<file path="src/rtl/piso_stream.sv">
// piso_stream: parallel-in / serial-out streaming converter.
// A word is accepted over a valid/ready handshake and emitted as BEATS lanes
// of LANE_W bits, LSB lane first or MSB lane first as chosen per word.
// Storage is one shifting word plus a one-entry hold buffer, so a second word
// can be queued while the first is shifting and words follow with no gap.
// Words are lane-reordered on entry so the shifter always emits the low lane;
// that normalised word therefore carries the per-word order selection.
// DATA_W must be >= 2 and LANE_W must divide DATA_W exactly.
module piso_stream #(
    parameter int DATA_W = 8,
    parameter int LANE_W = 1
) (
    input  logic              clk,
    input  logic              reset_n,
    input  logic              flush,
    input  logic [DATA_W-1:0] in_data,
    input  logic              in_valid,
    output logic              in_ready,
    input  logic              msb_first,
    output logic [LANE_W-1:0] out_data,
    output logic              out_valid,
    input  logic              out_ready,
    output logic              out_first,
    output logic              out_last,
    output logic              done,
    output logic              busy
);

    localparam int BEATS = DATA_W / LANE_W;
    localparam int CNT_W = (BEATS > 1) ? $clog2(BEATS) : 1;
    localparam logic [CNT_W-1:0] LAST_CNT = CNT_W'(BEATS - 1);

    // Shift stage
    logic [DATA_W-1:0] sh_word_q, sh_word_d;
    logic              sh_valid_q, sh_valid_d;
    logic [CNT_W-1:0]  cnt_q, cnt_d;
    // Hold buffer
    logic [DATA_W-1:0] hold_word_q, hold_word_d;
    logic              hold_full_q, hold_full_d;
    // Registered outputs
    logic [LANE_W-1:0] out_data_q, out_data_d;
    logic              out_first_q, out_first_d;
    logic              out_last_q, out_last_d;
    logic              done_q, done_d;
    logic              busy_q, busy_d;

    logic [DATA_W-1:0] in_rev;
    logic [DATA_W-1:0] in_norm;
    logic              fire_in;
    logic              fire_out;
    logic              last_done;

    // Lane-reversed copy of the input word: lane gi takes lane BEATS-1-gi.
    // Bit order inside each lane is preserved.
    generate
        for (genvar gi = 0; gi < BEATS; gi++) begin : g_rev
            assign in_rev[gi*LANE_W +: LANE_W] = in_data[(BEATS-1-gi)*LANE_W +: LANE_W];
        end
    endgenerate

    assign in_norm   = msb_first ? in_rev : in_data;

    // A held word blocks new input; flush and reset also refuse transfers.
    assign in_ready  = reset_n & ~hold_full_q & ~flush;
    assign fire_in   = in_valid & in_ready;
    assign fire_out  = sh_valid_q & out_ready;
    assign last_done = fire_out & (cnt_q == LAST_CNT);

    // Next-state logic for the shift stage, hold buffer and registered outputs.
    always_comb begin
        sh_word_d   = sh_word_q;
        sh_valid_d  = sh_valid_q;
        cnt_d       = cnt_q;
        hold_word_d = hold_word_q;
        hold_full_d = hold_full_q;
        done_d      = 1'b0;

        if (flush) begin
            sh_word_d   = '0;
            sh_valid_d  = 1'b0;
            cnt_d       = '0;
            hold_word_d = '0;
            hold_full_d = 1'b0;
        end else begin
            done_d = last_done;
            if (fire_out) begin
                if (last_done) begin
                    cnt_d = '0;
                    if (hold_full_q) begin
                        // Held word takes over on the same edge: no idle beat.
                        sh_word_d   = hold_word_q;
                        hold_full_d = 1'b0;
                    end else begin
                        sh_valid_d = 1'b0;
                    end
                end else begin
                    cnt_d     = cnt_q + 1'b1;
                    sh_word_d = sh_word_q >> LANE_W;
                end
            end
            // fire_in implies the hold buffer is empty, so it cannot collide
            // with the hold-to-shift move above.
            if (fire_in) begin
                if (!sh_valid_q || last_done) begin
                    sh_word_d  = in_norm;
                    sh_valid_d = 1'b1;
                    cnt_d      = '0;
                end else begin
                    hold_word_d = in_norm;
                    hold_full_d = 1'b1;
                end
            end
        end

        out_data_d  = sh_valid_d ? sh_word_d[LANE_W-1:0] : '0;
        out_first_d = sh_valid_d & (cnt_d == '0);
        out_last_d  = sh_valid_d & (cnt_d == LAST_CNT);
        busy_d      = sh_valid_d | hold_full_d;
    end

    // Datapath state registers with asynchronous clear.
    always_ff @(posedge clk or negedge reset_n) begin
        if (!reset_n) begin
            sh_word_q   <= '0;
            sh_valid_q  <= 1'b0;
            cnt_q       <= '0;
            hold_word_q <= '0;
            hold_full_q <= 1'b0;
        end else begin
            sh_word_q   <= sh_word_d;
            sh_valid_q  <= sh_valid_d;
            cnt_q       <= cnt_d;
            hold_word_q <= hold_word_d;
            hold_full_q <= hold_full_d;
        end
    end

    // Output registers with asynchronous clear.
    always_ff @(posedge clk or negedge reset_n) begin
        if (!reset_n) begin
            out_data_q  <= '0;
            out_first_q <= 1'b0;
            out_last_q  <= 1'b0;
            done_q      <= 1'b0;
            busy_q      <= 1'b0;
        end else begin
            out_data_q  <= out_data_d;
            out_first_q <= out_first_d;
            out_last_q  <= out_last_d;
            done_q      <= done_d;
            busy_q      <= busy_d;
        end
    end

    assign out_data  = out_data_q;
    assign out_valid = sh_valid_q;
    assign out_first = out_first_q;
    assign out_last  = out_last_q;
    assign done      = done_q;
    assign busy      = busy_q;

endmodule

</file>
<file path="config.mk">
export PLATFORM = sky130hd
export DESIGN_NAME = piso_stream
export DESIGN_NICKNAME = d
export VERILOG_FILES = /design/src/rtl/piso_stream.sv
export SDC_FILE = /design/constraint.sdc
export NUM_CORES = 1
export LEC_CHECK = 0
export BUFFER_PORTS_ARGS = -buffer_cell sky130_fd_sc_hd__clkbuf_2
export CORE_MARGIN = 4
export CORE_UTILIZATION = 40
export CTS_CLUSTER_SIZE = 24
export DETAILED_ROUTE_END_ITERATION = 16
export PLACE_DENSITY_LB_ADDON = 0.1
export SYNTH_ARGS = -nofsm -noshare
export SYNTH_HDL_FRONTEND = slang
export SYNTH_SLANG_ARGS = --single-unit
</file>
<file path="constraint.sdc">
create_clock -name clk -period 4.1 [get_ports clk]
set_clock_uncertainty 0.2 [all_clocks]
set_input_delay 0.82 -clock clk [delete_from_list [all_inputs] [get_ports clk]]
set_output_delay 0.82 -clock clk [all_outputs]
set_load 0.01 [all_outputs]
</file>
Word level (Yosys, flattened, before mapping)
Cells that the tools add are included.
{"block": "classes", "add_sub_neg": 1, "eq_ne": 3, "muxes": 28, "n_bitwise": 10, "n_reduce_logical": 5}
{"operator": "$mux W8", "count": 10}
{"operator": "$mux W3", "count": 5}
{"operator": "$mux W1", "count": 13}
{"operator": "$and A1 B1 Y1", "count": 7}
{"operator": "$eq A3 B3 Y1 const B", "count": 2}
{"operator": "$add A3 B1 Y3 const B", "count": 1}
{"operator": "$logic_not A3 Y1", "count": 1}
{"operator": "$ne A2 B2 Y1 const B", "count": 1}
{"operator": "$not A1 Y1", "count": 2}
{"operator": "$reduce_and A2 Y1", "count": 1}
{"operator": "$reduce_bool A2 Y1", "count": 1}
{"operator": "$logic_not A1 Y1", "count": 1}
{"operator": "$logic_or A1 B1 Y1", "count": 1}
{"operator": "$or A1 B1 Y1", "count": 1}
{"block": "totals", "register_bits": 26, "input_bits": 14, "output_inout_bits": 7, "elab_cells": 57}

Longest topological paths before layout
{"block": "depth", "depth_word": 9, "depth_mapped": 8}

Worst setup path after synthesis
No wires, ideal clock.
{"block": "synth_timing", "path_kind": "input-to-output", "start": "input port flush", "end": "output port in_ready", "t_arrival_ns": 1.298, "required_ns": 3.080, "setup_slack_ns": 1.782, "path_stages": 2, "n_path_buf": 1, "path_cell_list": "buf_4 > nor3b_1"}
{"block": "synth_via", "elab_chain_len": 2}
{"element": "from (decl)", "line_no": "15", "rtl": "input logic flush,"}
{"element": "$not A1 Y1", "line_no": "64", "rtl": "assign in_ready = reset_n & ~hold_full_q & ~flush;"}
{"element": "$and A1 B1 Y1", "line_no": "64"}
{"element": "to (decl)", "line_no": "18", "rtl": "output logic in_ready,"}
No other way between the ends.

Worst setup path in the final report
Same ends and word-level chain as after synthesis.

==> impl_results.md <==
* Outcome: finished, final reports clean
* Fin util at 45.6%
* Max-slew violations at 0
* IO buf count at 20
* Row count at 21
* Global placement routability congestion at 0.773
* Clock Power Share at 34.0%
* Max rail drop VDD at 0.108 mV
* Share of layout cells above drive strength 1 at 24.1%
* Final period utilization at 64.0%
* Yosys warns at 0
* Post-synth top cells: dfrtp_1, a211oi_1, nor2_1, mux2i_1, a221oi_1
* Power density over cell area at 337 nW/µm²
* Worst-Margin Slew at 0.631 ns
* Synth top area share at 46.4%
* TritonCTS clock tree: yes
* Via count at 1036
* Diodes inserted at 0
* First-pass GRT wire length at 4.84 mm
* Top cells by area, synth: dfrtp_1, a211oi_1, mux2i_1
* Post-DRT Antenna Nets at 0
* Htree depth at 1
* Register area share after synthesis at 46.4%
* Mapped Avg Cell Area at 11.2 µm²
* Worst slack at placement at 1.30 ns
* Hold Vio Cnt, Final at 0
* Post-synth EDFFs at 0
* Initial antenna violation count at 0
* Critical path arrival at 1.61 ns
* Crit. End Element: output pin
* Core area at 3360 µm²
* Pwr Total at 0.000517 W
* Mapped cell area at 1400 µm²
* Synthesized instance count at 125
* Die Y at 67.2 µm
* Critical Path RT at 3.08 ns
* Drt drc at 0
* Cts repair resizes at 0
* Worst Setup Slack, final at 1.47 ns
* FMAX at 0.381 GHz
* Die area at 4520 µm²
* RR Startpoint: cnt_q[0]
* Final setup viols at 0
* Switch share at 23.8%
* Type of the worst setup path: in -> out
* Max-slew headroom at 57.9%
* Drt total wl at 2.86 mm
* Yosys top cell by area: dfrtp_1
* Reg clk slew, reported paths at 0.15 ns
* Critical path fanouts, max at 25
* Top FF cell, synth: dfrtp_1
* Fraction of registers with async set/reset at 100%
* Die width at 67.2 µm
* Drt pass-1 iters at 4
* Net Switching at 0.000123 W
* CTS buffer count at 3
* Setup_tns at 0 ns
* Syn Nets at 141
* Post-CTS Setup Repair Bufs at 0
* Top-count cell post-synth: dfrtp_1
* Num Clock Sinks at 26
* Max Root-Sink Buffers at 2
* DRT iter0 DRCs at 71
* P&R area growth vs syn at 9.37%
* Root buf cell: clkbuf_4
* Fillers at 339
* # placed instances at 183
* P_leak at 0.694 nW
* Total track usage at 14.3%
* Wire per inst at 15.3 µm
* Worst Hold Class: in -> async
* Total grt overflow at 0
* Power share of the combinational group at 13.1%
* RSZ-0062 raised after global routing: false
* Clock Latency Late Sink at 0.32 ns
* Worst setup path start: flush
* Distinct cell type count after synthesis at 37
* Min Tclk post-route at 2.63 ns
* Reg power frac at 52.9%
* Final net count at 158
* Initial Util at 41.7%
* Largest net degree at the start of global routing at 26
* Synthesized flop and latch total at 26
* Number of global-route vias before repair at 976
* Detailed Place HPWL at 2.01 mm
* Average vias per placed instance at 5.54
* CTS Hold Buffers Added at 0
* Fin cells at 187
* Crit path launch type: input port
* Ports at 21
* Int Pwr at 0.000394 W
* Max cap viols at 0
==> cells in the final DEF (no fill, tap or decap), drive strengths merged <==
cell type / count
and3b: 1
nor4: 1
o21ai: 3
ha: 2
buf: 1
a21oi: 2
dfrtp: 26
mux2i: 9
a221oi: 6
or3: 1
nand2: 4
a21boi: 2
a21o: 1
a22o: 5
clkbuf: 23
nand3b: 3
nor3b: 1
inv: 4
a211oi: 18
nor4bb: 1
nor3: 2
nand4bb: 1
nor2: 13
a31oi: 3
and2: 3
bufinv: 1
nand2b: 1
nand3: 1
and3: 2
==> logic make-up after synthesis <==
logic type | count (synthesis) | share of synthesized area [%]
flip-flops | 26 | 46.4
AO/OA/AOI/OAI | 40 | 22.1
AND/OR/NAND/NOR | 35 | 16.1
buffers and inverters | 13 | 7.23
adder cells (fa/ha/maj) | 2 | 1.78
multiplexers | 9 | 6.42
==> power groups by stage <==
stage               clock [W]  sequential, W  combinational, W
finish               0.000176       0.000273         0.0000679
global route         0.000195       0.000274         0.0000761
CTS                  0.000181       0.000273         0.0000694
detailed placement          0       0.000278         0.0000693
global placement            0       0.000278         0.0000683
floorplan                   0       0.000277         0.0000454
==> critical path: stages <==
cell and delay [ns]:
clkbuf_2 0.32, nor3b_1 0.29, clkbuf_2 0.16
==> path summary, 6_finish.rpt <==
check | slack, ns | cells past startpoint | to
worst min register to register | 0.37 | 2 | hold_word_q[0]
worst max-delay path | 1.47 | 3 | in_ready
worst min-delay path | 0.18 | 1 | cnt_q[0]
min in group clk | 0.37 | 2 | hold_word_q[0]
worst max register to register | 1.63 | 6 | hold_word_q[3]
max in group asynchronous | 2.98 | 2 | sh_word_q[6]
==> sequential cells by signal, summed over array words and instances, names as in the netlist <==
name and flops:
out_first 1, hold_full_q 1, cnt_q 3, sh_word_q 8, hold_word_q 8, out_valid 1
done 1, busy 1, out_data 1, out_last 1
==> layout make-up <==
cell class	count	area (µm²)	area share [%]
sequential	26	651	42.4
multi-input combinational	86	651	42.4
clock inverter	1	30.0	1.96
inverter	4	15.0	0.979
tap	46	57.6	3.75
timing repair buffer	21	108	7.01
clock buffer	3	22.5	1.47
==> stage by stage <==
stage,cell area (µm²),hold slack [ns]
3_3_place_gp,1480,0.350
6_report,1530,0.179
5_1_grt,1530,0.174
3_5_place_dp,1480,0.353
2_1_floorplan,1400,0.324
4_1_cts,1530,0.181
==> per-layer routing <==
| layer | vias up | GRT usage, % | wire length (µm) |
|---|---|---|---|
| li1 | 506 | - | - |
| met4 | 0 | 3.80 | 18 |
| met2 | 27 | 23.1 | 1350 |
| met5 | - | 0 | 0 |
| met3 | 4 | 2.50 | 149 |
| met1 | 499 | 19.8 | 1340 |
(Power assumes the default switching activity.)
